`config.mk`:
```
export PLATFORM = sky130hd
export DESIGN_NAME = aes_round_sequencer
export DESIGN_NICKNAME = d
export VERILOG_FILES = /design/src/rtl/aes_round_sequencer.sv
export SDC_FILE = /design/constraint.sdc
export NUM_CORES = 1
export LEC_CHECK = 0
export BUFFER_PORTS_ARGS = -buffer_cell sky130_fd_sc_hd__buf_2
export CORE_MARGIN = 1
export CORE_UTILIZATION = 25
export DETAILED_ROUTE_END_ITERATION = 10
export SYNTH_ARGS = -nofsm -noshare
export SYNTH_HDL_FRONTEND = slang
export SYNTH_SLANG_ARGS = --single-unit
```
`constraint.sdc`:
```
create_clock -name clk -period 2.1 [get_ports clk]
set_clock_uncertainty 0.15 [all_clocks]
set_input_delay 0.42 -clock clk [delete_from_list [all_inputs] [get_ports clk]]
set_output_delay 0.42 -clock clk [all_outputs]
set_load 0.1 [all_outputs]
```
`src/rtl/aes_round_sequencer.sv`:
```
// Round sequencer for an iterative one-round-per-cycle AES-128/192/256 datapath.
// Issues load/round/last strobes plus round-key index; reports completion over valid/ready.
module aes_round_sequencer #(
    parameter int CNT_W = 16
) (
    input  logic             clk,
    input  logic             rst_n,
    input  logic             start_valid,
    output logic             start_ready,
    input  logic [1:0]       klen,
    input  logic             decrypt,
    input  logic             flush,
    output logic             dp_load,
    output logic             dp_round,
    output logic             dp_last,
    output logic [3:0]       rk_idx,
    output logic             busy,
    output logic             err,
    output logic             done_valid,
    input  logic             done_ready,
    output logic [CNT_W-1:0] op_count
);

    typedef enum logic [1:0] {
        S_IDLE  = 2'd0,
        S_LOAD  = 2'd1,
        S_ROUND = 2'd2,
        S_DONE  = 2'd3
    } state_t;

    localparam logic [CNT_W-1:0] CNT_ONE = {{(CNT_W-1){1'b0}}, 1'b1};
    localparam logic [CNT_W-1:0] CNT_MAX = {CNT_W{1'b1}};

    state_t           r_state;
    state_t           w_state_next;
    logic [3:0]       r_nr;
    logic [3:0]       r_round;
    logic [3:0]       r_rk_idx;
    logic             r_dec;
    logic             r_err;
    logic [CNT_W-1:0] r_op_count;

    logic             w_accept;
    logic             w_legal;
    logic             w_final;
    logic             w_retire;
    logic [3:0]       w_nr_in;

    always_comb begin
        case (klen)
            2'd0:    w_nr_in = 4'd10;
            2'd1:    w_nr_in = 4'd12;
            default: w_nr_in = 4'd14;
        endcase
    end

    assign w_legal  = (klen != 2'd3);
    assign w_accept = start_valid && start_ready;
    assign w_final  = (r_state == S_ROUND) && (r_round == r_nr);
    assign w_retire = (r_state == S_DONE) && done_ready && !flush;

    always_ff @(posedge clk or negedge rst_n) begin
        if (!rst_n) begin
            r_state <= S_IDLE;
        end else begin
            r_state <= w_state_next;
        end
    end

    // flush overrides every transition, including a pending start or retire
    always_comb begin
        w_state_next = r_state;
        start_ready  = 1'b0;
        dp_load      = 1'b0;
        dp_round     = 1'b0;
        dp_last      = 1'b0;
        busy         = 1'b0;
        done_valid   = 1'b0;
        case (r_state)
            S_IDLE: begin
                start_ready = !flush;
                if (w_accept && w_legal) begin
                    w_state_next = S_LOAD;
                end
            end
            S_LOAD: begin
                dp_load      = 1'b1;
                busy         = 1'b1;
                w_state_next = S_ROUND;
            end
            S_ROUND: begin
                dp_round = 1'b1;
                dp_last  = w_final;
                busy     = 1'b1;
                if (w_final) begin
                    w_state_next = S_DONE;
                end
            end
            S_DONE: begin
                done_valid = 1'b1;
                busy       = 1'b1;
                if (done_ready) begin
                    w_state_next = S_IDLE;
                end
            end
            default: w_state_next = S_IDLE;
        endcase
        if (flush) begin
            w_state_next = S_IDLE;
        end
    end

    // r_rk_idx is loaded with the index for the cycle about to start, so it
    // simply holds once the sequence leaves LOAD/ROUND
    always_ff @(posedge clk or negedge rst_n) begin
        if (!rst_n) begin
            r_nr       <= 4'd0;
            r_dec      <= 1'b0;
            r_round    <= 4'd0;
            r_rk_idx   <= 4'd0;
            r_err      <= 1'b0;
            r_op_count <= '0;
        end else begin
            r_err <= w_accept && !w_legal;
            if (w_accept && w_legal) begin
                r_nr     <= w_nr_in;
                r_dec    <= decrypt;
                r_rk_idx <= decrypt ? w_nr_in : 4'd0;
            end
            if (!flush) begin
                if (r_state == S_LOAD) begin
                    r_round  <= 4'd1;
                    r_rk_idx <= r_dec ? (r_nr - 4'd1) : 4'd1;
                end else if ((r_state == S_ROUND) && !w_final) begin
                    r_round  <= r_round + 4'd1;
                    r_rk_idx <= r_dec ? (r_nr - r_round - 4'd1) : (r_round + 4'd1);
                end
            end
            if (w_retire && (r_op_count != CNT_MAX)) begin
                r_op_count <= r_op_count + CNT_ONE;
            end
        end
    end

    assign rk_idx   = r_rk_idx;
    assign err      = r_err;
    assign op_count = r_op_count;

endmodule

```
# Word level (Yosys, flattened, before mapping)
# Cells that the tools add are included.
# classes
n_addsub	5
n_eq_ne	10
muxes	21
bitwise	1
reduce_logical	17
# ops
cell	count
4-bit two-way mux	9
16-bit by 1-bit adder with 16-bit output (second input constant)	1
16-bit inequality test (second input constant)	1
3-bit inequality test (second input constant)	3
1-bit logical AND	8
2-bit two-way mux	4
2-bit one-hot mux with 4 select lines	1
4-bit by 1-bit subtractor with 4-bit output (second input constant)	2
1-bit two-way mux	6
3-bit one-hot mux with 2 select lines	1
4-bit by 1-bit adder with 4-bit output (second input constant)	1
2-bit by 1-bit equality test with 1-bit output (second input constant)	2
2-bit equality test (second input constant)	2
4-bit equality test	1
2-bit zero test	2
4-bit subtractor	1
1-bit zero test	3
3-bit AND reduction	1
3-bit OR reduction	1
2-bit inequality test (second input constant)	1
2-bit AND reduction	1
2-bit nonzero test	1
1-bit inverter	1
# totals
reg_bits	32
wordCells	61

# Longest topological paths before layout
# logic_depth
depth_word	8
ltp_mapped	7
mapped_depth_nobuf	7

# Worst setup path before layout
# Ideal clock, no wire load.
# synth_timing
kind	register to output
startpoint	reg r_state[0]
endpoint	out dp_last
t_arrival_ps	4716
required_time_ps	1530
setup_slack_ps	-3186
path_stages_with_launch	5
n_path_buf	0
cell_sequence	dfrtp_1 inv_1 ha_1 and2_1 nor4b_1
# synth_between
elab_chain_len	3
# synth_lines
element	line_no	rtl
from (decl)	34	state_t r_state;
from (signal assigned)	66	r_state <= w_state_next;
2-bit equality test *	59, 79	
1-bit logical AND	59	assign w_final = (r_state == S_ROUND) && (r_round == r_nr);
1-bit two-way mux *	79	case (r_state)
to (decl)	15	output logic dp_last,
# Every way passes the cells marked *; elsewhere a longest branch is shown, timed or not.

# Worst setup path after layout
# layout_timing
startpoint	reg r_nr[2]
endpoint	out dp_last
# layout_between
elab_chain_len	3
# layout_lines
element	line_no	rtl
from (decl)	36	logic [3:0] r_nr;
from (signal assigned)	126	r_nr <= w_nr_in;
4-bit equality test	59	
1-bit logical AND	59	
1-bit two-way mux	79	
# Every way passes these cells.

==> out/qor.txt <==
outcome: finished, violations left
failing checks: negative setup slack
GRT Util Overall: 12.2%
Final period util: 102%
die height: 88.2 um
PwrDens: 1330 mW/mm2
Antenna diodes: 0
Core ar.: 0.00721 mm2
Hold Buf Count CTS: 0
proportion of layout cells with a drive suffix above 1: 34.9%
final worst path period need: 2.14 ns
Critical Path AT: 1.57 ns
worst skew pair latency: 0.28 ns
Placement Setup Slack: 0.0981 ns
Layout area overhead: 32.0%
final wirelength: 4510 um
Layout Utilization: 34.0%
drt first pass iters: 4
initial drt markers: 48
max-cap violations: 0
DP Wirelength: 3340 um
DRC violation count after routing: 0
DR vias/cell: 4.75
Max Slew Vio Count: 0
H-tree levels: 2
Worst Hold Class: in -> async
Die Area: 0.00778 mm2
Setup crit end kind: output port
largest net degree at the start of global routing: 32
drt wl/cell: 13.5 um
Final Hold Viols: 0
TritonCTS sink count: 31
DR vias: 1587
area leader, netlist: dfrtp_1
CTS tree: built
CTS Buf Count: 5
clk root buf: clkbuf_8
Power Total: 0.00326 W
syn_nets: 203
Synth area leaders: dfrtp_1, ha_1, xnor2_1, xor2_1, o21ai_0
most frequent cells in the layout: buf_2, dfrtp_1, o21ai_0
library cells used by synthesis: 52
Pleak: 1.11 nW
critical-path maximum fanout: 2
total grt overflow: 0
CP startpoint kind: register
Peak supply drop: 0.00103 V
vias in the first global route: 1500
endpoints failing setup: 1
relative slew slack: 53.9%
ys flop type: dfrtp_1
Post-synth ARST share: 100%
Longest Clk Path Bufs: 2
synth warn: 0
initial antenna violation count: 0
Mean Syn Cell Area: 10.0 um2
row cnt: 31
Worst Path Required: 1.53 ns
Worst-path clk slew: 0.07 ns
Post-synth EDFFs: 0
RSZ-0062 raised after global routing: yes
Seq/Total Area, Yosys: 41.8%
number of synthesized register bits: 31
IO Port Bufs: 34
Placer Congestion: 0.831
Die Span X: 88.2 um
IO Count: 35
worst-margin pin slew: 0.692 ns
Peak Freq: 0.467 GHz
worst setup margin: -0.0436 ns
Setup CP Type: reg -> out
first-pass GRT wire length: 7160 um
Initial Utilization: 25.8%
Mapped Cells: 185
Routed Antenna Nets: 0
top cell type's share of synthesized area: 41.8%
commonest non-fill, non-tap cell in the layout: buf_2
Mapped Area: 0.00186 mm2
# nets final: 252
-- synth_stat cells, types with 2 or more instances --
library cell / instances
a21oi_1: 6
o22ai_1: 3
nand3_1: 9
a22oi_1: 2
inv_1: 13
nand3b_1: 3
nor2b_1: 2
xor2_1: 9
clkbuf_1: 2
xnor2_1: 10
nor3_1: 5
nor2_1: 9
nor4b_1: 2
o21ai_0: 13
ha_1: 9
nand4_1: 3
dfrtp_1: 31
or3_1: 2
o211ai_1: 4
a41oi_1: 2
nand2_1: 12
and4_1: 2
nor4_1: 3
-- critical path: stages, from the launching register on --
cell and delay (ns):
dfrtp_1 0.41, ha_4 0.30, inv_4 0.04, nor4b_4 0.32, buf_12 0.21
-- where the power goes --
part           switching [W]  internal (W)
combinational        0.00127      0.000631
clock               0.000226      0.000264
sequential          0.000141      0.000722
-- cell families after synthesis --
| group | synth area share (%) |
|---|---|
| DFF | 41.8 |
| xor gates and xnor gates | 9.83 |
| AOI/OAI and AO/OA | 13.9 |
| and+or+nand+nor | 22.2 |
| muxes | 1.14 |
| adders and majority gates | 7.14 |
| buffers and inverters | 3.97 |
-- repair_timing --
action / in CTS / in global routing
cloned: 0 / 0
buffers inserted: 3 / 3
pin swaps: 2 / 2
endpoints found under the hold margin: 0 / 0
gates resized for setup: 3 / 3
setup endpoints to repair: 1 / 2
-- final timing paths --
| path | start | to | slack (ns) | cells past startpoint |
|---|---|---|---|---|
| worst max-delay path | r_nr[2] | dp_last | -0.04 | 4 |
| worst min-delay path | rst_n | op_count[4] | 0.02 | 1 |
| worst max register to register | r_nr[2] | rk_idx[2] | 0.17 | 6 |
| worst min register to register | op_count[0] | op_count[0] | 0.35 | 1 |
| max in group asynchronous | rst_n | op_count[10] | 1.29 | 1 |
| min in group clk | flush | r_state[0] | 0.27 | 2 |
-- per-stage QoR --
step	cell area, um2	cells	hold WS, ns	setup TNS (ns)
3_5_place_dp	2290	320	0.342	0
4_1_cts	2420	331	0.0493	-0.0438
2_1_floorplan	1910	185	-0.0256	-6.50
6_report	2450	334	0.0218	-0.0436
3_3_place_gp	2290	320	0.333	0
5_1_grt	2450	334	0.0862	-0.0916
-- layer usage --
| metal | track usage (%) | routed length, um |
|---|---|---|
| met1 | 15.8 | 2150 |
| met2 | 19.7 | 2060 |
| met3 | 3.45 | 254 |
| met4 | 3.81 | 51 |
| met5 | 0 | 0 |
-- layout make-up --
cell class	instances	area, um2
Inverter	13	55.1
Fill cell	746	4760
Timing Repair Buffer	46	320
Sequential cell	31	788
Clock inverter	1	5.00
Clock buffer	7	86.3
Multi-Input combinational cell	137	1070
Tap cell	99	124
-- sequential cells by signal, indices dropped and copies added, names as in the netlist --
signal    count
r_state       2
r_nr          3
op_count     16
r_dec         1
rk_idx        4
r_round       4
err           1
Note: power is estimated with default switching activity, not from simulation.
